**config.mk**
```make
export PLATFORM = sky130hd
export DESIGN_NAME = des_subkey_gen
export DESIGN_NICKNAME = d
export VERILOG_FILES = /design/src/rtl/des_subkey_gen.sv
export SDC_FILE = /design/constraint.sdc
export NUM_CORES = 1
export LEC_CHECK = 0
export ABC_AREA = 1
export CAP_MARGIN = 10
export CORE_MARGIN = 2
export CORE_UTILIZATION = 40
export DETAILED_ROUTE_END_ITERATION = 12
export PLACE_DENSITY = 0.7
export SLEW_MARGIN = 20
export SYNTH_ARGS = -nofsm -noshare
export SYNTH_HDL_FRONTEND = slang
export SYNTH_SLANG_ARGS = --single-unit
```
**constraint.sdc**
```tcl
create_clock -name clk -period 2.7 [get_ports clk]
set_input_delay 0.54 -clock clk [delete_from_list [all_inputs] [get_ports clk]]
set_output_delay 0.54 -clock clk [all_outputs]
set_load 0.02 [all_outputs]
```
**src/rtl/des_subkey_gen.sv**
```systemverilog
// Iterative DES key schedule: one 48-bit round subkey per accepted handshake,
// K1..K16 for encryption or K16..K1 (right rotations) for decryption.
`timescale 1ns/1ps
module des_subkey_gen #(
  parameter bit AUTO_ACK = 1'b0
) (
  input  logic        clk,
  input  logic        rst,
  input  logic        start,
  input  logic [63:0] key,
  input  logic        decrypt,
  input  logic        subkey_ready,
  output logic        subkey_valid,
  output logic [47:0] subkey,
  output logic [3:0]  round,
  output logic        busy,
  output logic        done
);

  localparam int PC1 [56] = '{
    57, 49, 41, 33, 25, 17,  9,  1, 58, 50, 42, 34, 26, 18,
    10,  2, 59, 51, 43, 35, 27, 19, 11,  3, 60, 52, 44, 36,
    63, 55, 47, 39, 31, 23, 15,  7, 62, 54, 46, 38, 30, 22,
    14,  6, 61, 53, 45, 37, 29, 21, 13,  5, 28, 20, 12,  4};

  localparam int PC2 [48] = '{
    14, 17, 11, 24,  1,  5,  3, 28, 15,  6, 21, 10,
    23, 19, 12,  4, 26,  8, 16,  7, 27, 20, 13,  2,
    41, 52, 31, 37, 47, 55, 30, 40, 51, 45, 33, 48,
    44, 49, 39, 56, 34, 53, 46, 42, 50, 36, 29, 32};

  typedef enum logic {IDLE, EMIT} state_t;

  function automatic logic [55:0] pc1(input logic [63:0] k);
    logic [55:0] p;
    for (int i = 0; i < 56; i++) p[55-i] = k[64-PC1[i]];
    return p;
  endfunction

  function automatic logic [47:0] pc2(input logic [55:0] cd);
    logic [47:0] p;
    for (int i = 0; i < 48; i++) p[47-i] = cd[56-PC2[i]];
    return p;
  endfunction

  function automatic logic [27:0] rot(input logic [27:0] v, input logic dec, input logic two);
    if (!dec) return two ? {v[25:0], v[27:26]} : {v[26:0], v[27]};
    else      return two ? {v[1:0], v[27:2]}   : {v[0], v[27:1]};
  endfunction

  state_t      r_state;
  logic [27:0] r_c, r_d;
  logic [3:0]  r_round;
  logic        r_dec, r_valid, r_busy, r_done;

  logic [55:0] w_pc1;
  logic        w_accept;
  logic        w_two;

  assign w_pc1    = pc1(key);
  assign w_accept = r_valid & (subkey_ready | AUTO_ACK);
  // Single-bit steps fall after rounds 1, 8 and 15 in both directions.
  assign w_two    = !((r_round == 4'd0) || (r_round == 4'd7) || (r_round == 4'd14));

  always_ff @(posedge clk or posedge rst) begin
    if (rst) begin
      r_state <= IDLE;
      r_c     <= '0;
      r_d     <= '0;
      r_round <= '0;
      r_dec   <= 1'b0;
      r_valid <= 1'b0;
      r_busy  <= 1'b0;
      r_done  <= 1'b0;
    end else begin
      r_done <= 1'b0;
      case (r_state)
        IDLE: begin
          if (start) begin
            // Decrypt starts at PC-1 directly: the full schedule shifts by 28.
            r_c     <= decrypt ? w_pc1[55:28] : rot(w_pc1[55:28], 1'b0, 1'b0);
            r_d     <= decrypt ? w_pc1[27:0]  : rot(w_pc1[27:0],  1'b0, 1'b0);
            r_dec   <= decrypt;
            r_round <= '0;
            r_valid <= 1'b1;
            r_busy  <= 1'b1;
            r_state <= EMIT;
          end
        end
        EMIT: begin
          if (w_accept) begin
            if (r_round == 4'd15) begin
              r_state <= IDLE;
              r_valid <= 1'b0;
              r_busy  <= 1'b0;
              r_done  <= 1'b1;
              r_round <= '0;
            end else begin
              r_round <= r_round + 4'd1;
              r_c     <= rot(r_c, r_dec, w_two);
              r_d     <= rot(r_d, r_dec, w_two);
            end
          end
        end
        default: r_state <= IDLE;
      endcase
    end
  end

  assign subkey       = pc2({r_c, r_d});
  assign subkey_valid = r_valid;
  assign round        = r_round;
  assign busy         = r_busy;
  assign done         = r_done;

endmodule

```
* Word level (Yosys, flattened, before mapping)
Index checks and enable logic that the tools add are counted.
Widths: inputs -> output; s select.
** Storage, ports and cells
- Input bits :: 69
- Output and inout port bits :: 55
- Flip-flop bits (word level) :: 64
- Logic and storage cells :: 55
** Cells by class
- Muxes and demuxes :: 31
- Equal/unequal tests :: 7
- $add $sub $neg :: 1
- Reductions and logical operators :: 7
- Bitwise operators :: 2
** Operator list (number)
- $mux 28 :: 14
- $pmux 28 s2 :: 2
- $mux 4 :: 3
- $mux 1 :: 9
- $eq 4x4->1 const B :: 2
- $pmux 4 s2 :: 1
- $reduce_and 3->1 :: 2
- $add 4x1->4 const B :: 1
- $eq 4x3->1 const B :: 1
- $logic_not 4->1 :: 1
- $ne 2x1->1 const B :: 2
- $ne 2x2->1 const B :: 2
- $pmux 1 s2 :: 2
- $reduce_and 2->1 :: 2
- $logic_or 1x1->1 :: 2
- $and 1x1->1 :: 1
- $not 1->1 :: 1

* Logic depth before layout (Yosys ltp)
Gate-level depths: netlist of the first run.
- Depth after elaboration :: 8
- Mapped depth :: 10
- Depth with buffers taken out :: 8

* Worst setup path before layout of the first run
No wires, ideal clock.
- Path type :: flip-flop to flip-flop
- Start :: reg r_round[1], in the netlist round[1]
- End :: reg r_d[18]
- Cell stages (with the launch flop) :: 11
- Buffers on the path :: 2
- Path slack :: 1014 ps
- Library setup time :: 121 ps
- Arrival time :: 1565 ps
- Period minus slack after synthesis :: 1686 ps
- Data required time :: 2579 ps
- Path through :: dfrtp_1 -> ha_1 -> nand2_2 -> nor2_4 -> nor2_4 -> nor2_4 -> inv_2 -> buf_4 -> buf_4 -> nor2_1 -> a21oi_1
** Between the ends
- Word-level cells in the longest chain between the ends :: 8
- Elaborated cells on any way between the ends :: 14
- Those cells by class :: eq/ne: 4; mux: 6; reduce/logical: 4
** RTL lines
- start, declared :: line 53 : logic [3:0] r_round;
- start signal, assigned :: line 99 : r_round <= r_round + 4'd1;
- $eq 4x3->1 / $logic_not 4->1 (equally long branches) :: line 63 : assign w_two = !((r_round == 4'd0) || (r_round == 4'd7) || (r_round == 4'd14));
- $logic_or 1x1->1 (2 in a row) :: line 63
- $mux 28 (on tied branches) :: line 47, 48
- $mux 28 :: line 47 : if (!dec) return two ? {v[25:0], v[27:26]} : {v[26:0], v[27]};
- $mux 28 :: line 92 : if (r_round == 4'd15) begin
- $mux 28 :: line 91 : if (w_accept) begin
- $pmux 28 s2 :: line 77 : case (r_state)
- end signal, assigned :: line 82 : r_d <= decrypt ? w_pc1[27:0] : rot(w_pc1[27:0], 1'b0, 1'b0);
- end signal, assigned :: line 101 : r_d <= rot(r_d, r_dec, w_two);
- end, declared :: line 52 : logic [27:0] r_c, r_d;
Several ways; a longest one is shown, not always the timed one. The select of a mux whose other input is x is not followed.
A chain may end at the register's enable or synchronous reset.

* Worst setup path after layout of the first run
- Start :: reg r_round[1], in the netlist round[1]
- End :: reg r_d[21]
The elaborated chain is that of the path after synthesis.

==> results.txt, run 1 <==
Initial Util -> 40.8%
die width -> 123 um
drt total wl -> 17100 um
syn nets -> 923
worst reg2reg startpoint -> round[1]$_DFFE_PP0P_
Worst-Margin Slew -> 0.663 ns
DR iter-0 viols -> 712
Clk Latency, worst-skew pair -> 0.34 ns
Remaining Overflow, GRT -> 0
post_cts resized -> 0
Slew Limit Fails -> 0
RSZ-0062 raised after global routing -> false
Arrival @ worst endpoint -> 2.53 ns
GR Layer Usage met1 -> 32.6%
Via density -> 5.82
WS Path Type -> reg2reg
total number of vias -> 6127
Core Region -> 0.0139 mm^2
Die H -> 123 um
area leader, netlist -> dfrtp_1
Worst Path Max Fanout -> 35
Syn-to-layout area delta -> 18.2%
global-route track usage on met3 -> 4.34%
# DRC -> 0
Seq/Total Area, Yosys -> 28.3%
die area -> 0.0151 mm^2
most common cell after layout, fill and taps aside -> nor2_1
Cell Area, Placed -> 0.00640 mm^2
final worst-path cycle share -> 84.3%
CTS buffer count -> 9
first-pass GRT wire length -> 28100 um
Pleak -> 0.00297 uW
nets@finish -> 939
M2 GR Usage -> 33.8%
synthesized cell area -> 0.00566 mm^2
Hold Path Class -> reg2reg
CP startpoint -> round[1]$_DFFE_PP0P_
global-route usage over all layers -> 23.0%
clk sinks -> 64
relative slew slack -> 55.8%
Yosys Warn Count -> 0
Req. time, crit path -> 2.96 ns
CTS tree -> built
Fin Hold WS -> 0.564 ns
cell mode on critical path -> nor2_4
routed length per instance -> 16.2 um
Reg clk slew, reported paths -> 0.06 ns
post-synthesis cell count -> 851
max incr delay on CP -> 0.48 ns
most used routing layer -> met2
Total Power -> 8190 uW
layout cell share with drive strength beyond 1 -> 7.11%
vias in the first global route -> 5574
cell family with most CP delay -> simple AND/OR/NAND/NOR gates
# hold bufs at CTS -> 0
reg2reg end -> r_d[21]$_DFFE_PP0P_
max cap viols -> 0
H-tree depth -> 3
critical path launch point type -> flop
GPL Wtd Cong -> 0.819
Cell Chain, Critical Path -> ha_1 > nand2_2 > nor2_4 > nor2_4 > nor2_4 > buf_4 > nor2_1 > a21oi_1
Reg2Reg Setup Slack -> 0.42 ns
setup_tns -> 0 ns
worst vdd ir -> 0.000555 V
row cnt -> 43
post-CTS setup buffers -> 0
Port Buffers -> 115
HPWL after DPL -> 10800 um
I/O Pins -> 124
CP Depth -> 8
worst reg-to-reg path cell count -> 8
fin crit period -> 2.28 ns
Fin. Hold Viols -> 0
Setup-failing EPs final -> 0
CP endpoint kind -> flop
status -> complete, no violations
Pre-Repair DR Iteration Count -> 5
largest net degree at the start of global routing -> 58
Syn Area/Cell -> 6.66 um^2
Antenna Nets Post-Route -> 0
Clock Skew -> 0.00456 ns
dominant cells by area after synthesis -> dfrtp_1 28%, nand3_1 19%, nor2_1 15%
Fillers -> 1429
#FFs+latches synth -> 64
CTS root buffer -> clkbuf_16
clk buf depth -> 2
Netlist cell types -> 28
CP Capture Point -> r_d[21]$_DFFE_PP0P_
power density over cell area -> 1220 mW/mm^2
top cell type's share of synthesized area -> 28.3%
# diodes -> 0
crit path buf inv count -> 1
antenna violations before repair -> 1
Crit-path slowest cell -> buf_4
Final Instance Area -> 0.00670 mm^2
most frequent cells in the layout -> 226 x nor2_1, 216 x nand3_1, 114 x clkdlybuf4s50_1, 63 x dfrtp_1, 57 x a21oi_1
fmax -> 0.439 GHz
-- cell usage after synthesis, drive strengths merged --
library cell  count
xnor2             1
nor2            230
buf             109
nor3              1
dfrtp            64
o22ai             1
ha                3
o21ai            60
o2bb2ai           1
xor2              1
nand4            56
nand2             6
a21oi            57
inv              10
nand3           231
clkbuf           20
-- worst reg2reg max path: stages, from the launching register on --
cell and delay (ns):
dfrtp_1 0.42, ha_1 0.27, nand2_2 0.12, nor2_4 0.13
nor2_4 0.05, nor2_4 0.46, buf_4 0.49, nor2_1 0.08
a21oi_1 0.17
-- report_power, final --
group	switching (uW)	internal [uW]	leakage (uW)
sequential	432	1340	0.000670
clock	442	763	0.000150
combinational	3190	2030	0.00215
total	4060	4130	0.00297
-- cell families (layout without fill, tap and decap cells) --
| family | Yosys count | in the layout | share of synthesized area, % |
|---|---|---|---|
| simple gates | 524 | 524 | 44.2 |
| buf+inv | 139 | 160 | 15.9 |
| compound gates | 119 | 119 | 10.6 |
| flops | 64 | 64 | 28.3 |
| fa+ha+maj | 3 | 3 | 0.663 |
| xor+xnor | 2 | 2 | 0.309 |
-- per-stage QoR --
stage	instances	worst slack, ns	util (%)
2_1_floorplan	851	0.562	-
4_1_cts	1052	0.423	48.3
3_3_place_gp	1036	0.313	46.1
3_5_place_dp	1036	0.283	46.1
6_report	1052	0.423	48.3
5_1_grt	1052	0.179	48.3
-- flip-flops by register name, indices dropped and copies added (netlist names) --
name	flops
r_c	28
r_d	28
round	4
busy	1
done	1
r_dec	1
r_state	1
-- per-layer routing --
layer  vias to the layer above  share of wire (%)
li1                       2955                  -
met1                      2810                 45
met2                       326                 44
met3                        34                8.7
met4                         2                2.5
met5                         -              0.064
-- final cells by class --
type / count / area [um^2] / area share [%]
clock buffer: 13 / 260 / 3.89
clock inverter: 3 / 40.0 / 0.598
inverter: 10 / 37.5 / 0.560
multi-input combinational: 648 / 3170 / 47.3
sequential: 64 / 1600 / 23.9
tap: 180 / 225 / 3.36
timing repair buffer: 134 / 1360 / 20.4
-- worst min-delay path by stage --
stage | startpoint | endpoint | slack [ns] | cells after the start
floorplan | r_c[10]$_DFFE_PP0P_ | r_c[10]$_DFFE_PP0P_ | 0.52 | 2
global placement | r_c[6]$_DFFE_PP0P_ | r_c[6]$_DFFE_PP0P_ | 0.54 | 2
detailed placement | r_c[6]$_DFFE_PP0P_ | r_c[6]$_DFFE_PP0P_ | 0.55 | 2
CTS | r_c[6]$_DFFE_PP0P_ | r_c[6]$_DFFE_PP0P_ | 0.56 | 2
global route | r_c[6]$_DFFE_PP0P_ | r_c[6]$_DFFE_PP0P_ | 0.58 | 2
finish | r_c[6]$_DFFE_PP0P_ | r_c[6]$_DFFE_PP0P_ | 0.56 | 2
No activity file was read; power rests on OpenSTA's default activity.
==> run 2, diff against run 1 <==
==> constraint.sdc (replaced) <==
create_clock -name clk -period 2.3 [get_ports clk]
set_input_delay 0.46 -clock clk [delete_from_list [all_inputs] [get_ports clk]]
set_output_delay 0.46 -clock clk [all_outputs]
set_load 0.02 [all_outputs]
==> results.txt, run 2 (synthesized netlist as in run 1, its figures left out) <==
status -> complete, no violations (unchanged)
Via density -> 5.72 (was 5.82)
Worst Path Max Fanout -> 36 (was 35)
RSZ-0062 raised after global routing -> false (unchanged)
max cap viols -> 0 (unchanged)
WS Path Type -> reg2reg (unchanged)
HPWL after DPL -> 10800 um (about the same)
# diodes -> 0 (unchanged)
worst reg2reg startpoint -> round[0]$_DFFE_PP0P_ (was round[1]$_DFFE_PP0P_)
Die H -> 123 um (unchanged)
Port Buffers -> 115 (unchanged)
Reg clk slew, reported paths -> 0.06 ns (about the same)
setup_tns -> 0 ns (unchanged)
Total Power -> 9670 uW (was 8190 uW)
Reg2Reg Setup Slack -> 0.23 ns (was 0.42 ns)
worst vdd ir -> 0.000611 V (was 0.000555 V)
Place WS -> -0.0190 ns (was 0.283 ns)
die area -> 0.0151 mm^2 (unchanged)
multi-input combinational cell area -> 0.00317 mm^2 (unchanged)
vias in the first global route -> 5452 (was 5574)
CTS tree -> built (unchanged)
worst reg-to-reg path cell count -> 8 (unchanged)
Hold Path Class -> in2async (was reg2reg)
global-route usage over all layers -> 22.4% (was 23.0%)
Slew Limit Fails -> 0 (unchanged)
power density over cell area -> 1420 mW/mm^2 (was 1220 mW/mm^2)
final worst-path cycle share -> 90.0% (was 84.3%)
Fin Hold WS -> 0.494 ns (was 0.564 ns)
post-CTS setup buffers -> 0 (unchanged)
most frequent cells in the layout -> 226 x nor2_1, 216 x nand3_1, 114 x clkdlybuf4s50_1, 63 x dfrtp_1, 57 x a21oi_1 (unchanged)
clk buf depth -> 2 (unchanged)
critical path launch point type -> flop (unchanged)
Core Region -> 0.0139 mm^2 (unchanged)
Syn-to-layout area delta -> 19.9% (was 18.2%)
largest net degree at the start of global routing -> 58 (unchanged)
Clock Skew -> 0.00618 ns (was 0.00456 ns)
Worst-Margin Slew -> 0.671 ns (was 0.663 ns)
Fillers -> 1460 (was 1429)
Initial Util -> 40.8% (unchanged)
reg2reg end -> r_d[12]$_DFFE_PP0P_ (was r_d[21]$_DFFE_PP0P_)
Final Instance Area -> 0.00679 mm^2 (was 0.00670 mm^2)
fmax -> 0.483 GHz (was 0.439 GHz)
first-pass GRT wire length -> 27500 um (was 28100 um)
DR iter-0 viols -> 734 (was 712)
Pleak -> 0.00302 uW (was 0.00297 uW)
total number of vias -> 6045 (was 6127)
Fin. Hold Viols -> 0 (unchanged)
Req. time, crit path -> 2.56 ns (was 2.96 ns)
CTS buffer count -> 9 (unchanged)
Cell Area, Placed -> 0.00649 mm^2 (was 0.00640 mm^2)
H-tree depth -> 3 (unchanged)
I/O Pins -> 124 (unchanged)
routed length per instance -> 16.0 um (was 16.2 um)
CP endpoint kind -> flop (unchanged)
row cnt -> 43 (unchanged)
CTS root buffer -> clkbuf_16 (unchanged)
antenna violations before repair -> 0 (was 1)
layout cell share with drive strength beyond 1 -> 7.53% (was 7.11%)
Arrival @ worst endpoint -> 2.32 ns (was 2.53 ns)
most common cell after layout, fill and taps aside -> nor2_1 (unchanged)
Remaining Overflow, GRT -> 0 (unchanged)
# DRC -> 0 (unchanged)
die width -> 123 um (unchanged)
Antenna Nets Post-Route -> 0 (unchanged)
register area -> 0.00160 mm^2 (unchanged)
final worst setup slack -> 0.230 ns (was 0.423 ns)
GPL Wtd Cong -> 0.793 (was 0.819)
Setup-failing EPs final -> 0 (unchanged)
nets@finish -> 943 (was 939)
relative slew slack -> 55.2% (was 55.8%)
Pre-Repair DR Iteration Count -> 6 (was 5)
fin crit period -> 2.07 ns (was 2.28 ns)
drt total wl -> 16900 um (was 17100 um)
Clk Latency, worst-skew pair -> 0.33 ns (was 0.34 ns)
clk sinks -> 64 (unchanged)
run 2: changes by cell type in the layout (fill, tap and decap cells not counted):
cell	before	now
buf_12	6	11
buf_4	13	11
buf_6	0	1
run 2: report_power, final:
group / switching (uW) / internal [uW] / total, uW
combinational: 3760 / 2440 / 6200
sequential: 490 / 1580 / 2070
clock: 510 / 895 / 1410
total: 4760 / 4910 / 9670
run 2: critical path, cell delays in order (launching register included):
cell and delay [ns]:
dfrtp_1 0.40, ha_1 0.26, nand2_2 0.12, nor2_4 0.11, nor2_4 0.05, nor2_4 0.43, buf_6 0.35, nor2_1 0.07
a21oi_1 0.16
run 2: stage by stage:
step           utilization (%)  cells
2_1_floorplan                -    851
3_3_place_gp              46.8   1040
3_5_place_dp              46.8   1040
4_1_cts                   48.9   1056
5_1_grt                   48.9   1056
6_report                  48.9   1056
run 2: how the worst max path moves through the flow:
stage                          end  slack, ns  cells past startpoint                 start
2_1_floorplan     busy$_DFFE_PP0P_       0.24                      1                   rst
3_3_place_gp   r_c[20]$_DFFE_PP0P_       0.02                      7          subkey_ready
3_5_place_dp    r_d[0]$_DFFE_PP0P_      -0.02                      7          subkey_ready
4_1_cts        r_d[12]$_DFFE_PP0P_       0.10                      8  round[0]$_DFFE_PP0P_
5_1_grt        r_d[10]$_DFFE_PP0P_       0.02                      8  round[0]$_DFFE_PP0P_
6_report       r_d[12]$_DFFE_PP0P_       0.23                      8  round[0]$_DFFE_PP0P_
run 2: timing repair:
| item | CTS | global route |
|---|---|---|
| hold buffers | 0 | 0 |
| endpoints found under the setup margin | 0 | 36 |
| resized for setup | 0 | 1 |
run 2: cell type report:
cell class                 instances  area share (%)
clock buffer                      13            3.83
tap                              180            3.31
timing repair buffer             138            21.5
inverter                          10           0.552
clock inverter                     3           0.589
sequential                        64            23.6
multi-input combinational        648            46.6
run 2: per-layer routing:
| layer | vias to the layer above | GRT usage (%) | routed length (um) |
|---|---|---|---|
| li1 | 2967 | - | - |
| met1 | 2724 | 32.1 | 7560 |
| met2 | 330 | 34.4 | 7580 |
| met3 | 24 | 4.47 | 1550 |
| met4 | 0 | 6.04 | 255 |
| met5 | - | 0 | 0 |
==> run 3, diff against run 2 <==
--- a/config.mk
+++ b/config.mk
@@ -8,10 +8,11 @@
 export ABC_AREA = 1
 export CAP_MARGIN = 10
 export CORE_MARGIN = 2
-export CORE_UTILIZATION = 40
+export CORE_UTILIZATION = 45
 export DETAILED_ROUTE_END_ITERATION = 12
-export PLACE_DENSITY = 0.7
+export PLACE_DENSITY = 0.76
 export SLEW_MARGIN = 20
 export SYNTH_ARGS = -nofsm -noshare
 export SYNTH_HDL_FRONTEND = slang
 export SYNTH_SLANG_ARGS = --single-unit
+export TNS_END_PERCENT = 50
==> results.txt, run 3 (synthesized netlist as in run 1, its figures left out) <==
Antenna Nets Post-Route -> 0 (unchanged)
Req. time, crit path -> 2.51 ns (was 2.56 ns)
Port Buffers -> 115 (unchanged)
vias in the first global route -> 5523 (was 5452)
cell mode on critical path -> nand3_1 (was nor2_4)
power density over cell area -> 1420 mW/mm^2 (about the same)
final worst setup slack -> 0.268 ns (was 0.230 ns)
clk buf depth -> 2 (unchanged)
routed length per instance -> 16.1 um (was 16.0 um)
most common cell after layout, fill and taps aside -> nor2_1 (unchanged)
GR Layer Usage met1 -> 36.0% (was 32.1%)
reg2reg end -> r_c[7]$_DFFE_PP0P_ (was r_d[12]$_DFFE_PP0P_)
CTS buffer count -> 9 (unchanged)
RSZ-0062 raised after global routing -> false (unchanged)
most used routing layer -> met2 (unchanged)
status -> complete, no violations (unchanged)
largest net degree at the start of global routing -> 65 (was 58)
# diodes -> 0 (unchanged)
row cnt -> 40 (was 43)
Reg2Reg Setup Slack -> 0.27 ns (was 0.23 ns)
Cell Chain, Critical Path -> ha_1 > nand2_2 > nand3_2 > buf_12 > nand3_1 > nand3_1 > nand3_1 > a21oi_1 (was ha_1 > nand2_2 > nor2_4 > nor2_4 > nor2_4 > buf_6 > nor2_1 > a21oi_1)
Non-Filler Instances -> 1042 (was 1056)
worst reg2reg startpoint -> round[0]$_DFFE_PP0P_ (unchanged)
Worst-Margin Slew -> 0.621 ns (was 0.671 ns)
Crit-path slowest cell -> dfrtp_1 (was nor2_4)
Via density -> 5.87 (was 5.72)
worst vdd ir -> 0.000886 V (was 0.000611 V)
Slew Limit Fails -> 0 (unchanged)
Die H -> 116 um (was 123 um)
Pleak -> 0.00298 uW (was 0.00302 uW)
Clock Skew -> 0.00726 ns (was 0.00618 ns)
most frequent cells in the layout -> 226 x nor2_1, 216 x nand3_1, 114 x clkdlybuf4s50_1, 63 x dfrtp_1, 57 x a21oi_1 (unchanged)
die width -> 116 um (was 123 um)
CTS root buffer -> clkbuf_16 (unchanged)
max incr delay on CP -> 0.41 ns (was 0.43 ns)
Fin. Hold Viols -> 0 (unchanged)
Reg clk slew, reported paths -> 0.05 ns (was 0.06 ns)
critical path launch point type -> flop (unchanged)
M2 GR Usage -> 37.0% (was 34.4%)
CP endpoint kind -> flop (unchanged)
CTS tree -> built (unchanged)
fin crit period -> 2.03 ns (was 2.07 ns)
relative slew slack -> 58.6% (was 55.2%)
I/O Pins -> 124 (unchanged)
WS Path Type -> reg2reg (unchanged)
GPL Wtd Cong -> 0.837 (was 0.793)
worst reg-to-reg path cell count -> 8 (unchanged)
DR iter-0 viols -> 793 (was 734)
drt total wl -> 16800 um (was 16900 um)
final worst-path cycle share -> 88.4% (was 90.0%)
global-route usage over all layers -> 25.0% (was 22.4%)
HPWL after DPL -> 10600 um (was 10800 um)
Setup-failing EPs final -> 0 (unchanged)
global-route track usage on met3 -> 4.72% (was 4.47%)
die area -> 0.0135 mm^2 (was 0.0151 mm^2)
register area -> 0.00160 mm^2 (unchanged)
Initial Util -> 46.6% (was 40.8%)
post-CTS setup buffers -> 0 (unchanged)
Remaining Overflow, GRT -> 0 (unchanged)
Arrival @ worst endpoint -> 2.24 ns (was 2.32 ns)
Core Region -> 0.0122 mm^2 (was 0.0139 mm^2)
number of instances in the placed design -> 1027 (was 1040)
Fillers -> 1235 (was 1460)
max cap viols -> 0 (unchanged)
Clk Latency, worst-skew pair -> 0.33 ns (about the same)
fmax -> 0.492 GHz (was 0.483 GHz)
Syn-to-layout area delta -> 18.2% (was 19.9%)
Pre-Repair DR Iteration Count -> 6 (unchanged)
Hold Path Class -> in2async (unchanged)
total number of vias -> 6115 (was 6045)
antenna violations before repair -> 0 (unchanged)
first-pass GRT wire length -> 27400 um (was 27500 um)
multi-input combinational cell area -> 0.00317 mm^2 (about the same)
Worst Path Max Fanout -> 41 (was 36)
nets@finish -> 943 (unchanged)
H-tree depth -> 3 (unchanged)
layout cell share with drive strength beyond 1 -> 7.21% (was 7.53%)
# DRC -> 0 (unchanged)
Place WS -> -0.0546 ns (was -0.0190 ns)
clk sinks -> 64 (unchanged)
run 3: report_power, final:
| group | internal, uW | total, uW | switching (uW) |
|---|---|---|---|
| registers | 1580 | 2060 | 489 |
| clock network | 746 | 1230 | 487 |
| logic | 2430 | 6190 | 3760 |
run 3: critical path, delay by kind of cell (launching register included):
kind                       cells  cell delay [ns]
AOI/OAI and AO/OA              1             0.07
buffers and inverters          1             0.32
and+or+nand+nor                5             0.82
DFF                            1             0.41
adders and majority gates      1             0.27
run 3: per-stage QoR:
| stage | setup TNS [ns] | total power, uW | utilization [%] | hold slack [ns] | cell area (um^2) |
|---|---|---|---|---|---|
| floorplan | 0 | 6940 | - | 0.517 | 5660 |
| global placement | 0 | 8070 | 52.9 | 0.538 | 6430 |
| detailed placement | -0.919 | 8160 | 52.9 | 0.549 | 6430 |
| CTS | 0 | 9420 | 55.0 | 0.544 | 6690 |
| global route | 0 | 10300 | 55.1 | 0.581 | 6700 |
| finish | 0 | 9480 | 55.1 | 0.531 | 6700 |
run 3: final cells by class:
type	instances	share of cell area, %
multi-input combinational	649	47.4
sequential	64	23.9
timing repair buffer	137	21.1
clock buffer	13	3.74
tap	168	3.14
inverter	10	0.561
clock inverter	1	0.0748
run 3: worst max-delay path by stage:
| stage | depth (start not counted) | endpoint | startpoint | slack [ns] |
|---|---|---|---|---|
| 3_5_place_dp | 7 | r_d[11]$_DFFE_PP0P_ | subkey_ready | -0.05 |
| 6_report | 8 | r_c[7]$_DFFE_PP0P_ | round[0]$_DFFE_PP0P_ | 0.27 |
| 2_1_floorplan | 1 | busy$_DFFE_PP0P_ | rst | 0.24 |
| 3_3_place_gp | 7 | r_d[23]$_DFFE_PP0P_ | subkey_ready | 0.01 |
| 4_1_cts | 8 | r_d[4]$_DFFE_PP0P_ | round[1]$_DFFE_PP0P_ | 0.05 |
| 5_1_grt | 8 | r_d[4]$_DFFE_PP0P_ | round[1]$_DFFE_PP0P_ | 0.13 |
run 3: timing repair:
action / CTS / global route
endpoints found under the hold margin: 0 / 0
setup endpoints to repair: 0 / 36
hold buffers: 0 / 0
resized for setup: 0 / 1
run 3: routing by layer:
layer / vias up / part of all wire (%)
met3: 24 / 9.1
li1: 2962 / -
met1: 2796 / 44
met4: 0 / 1.9
met5: - / 0
met2: 333 / 45
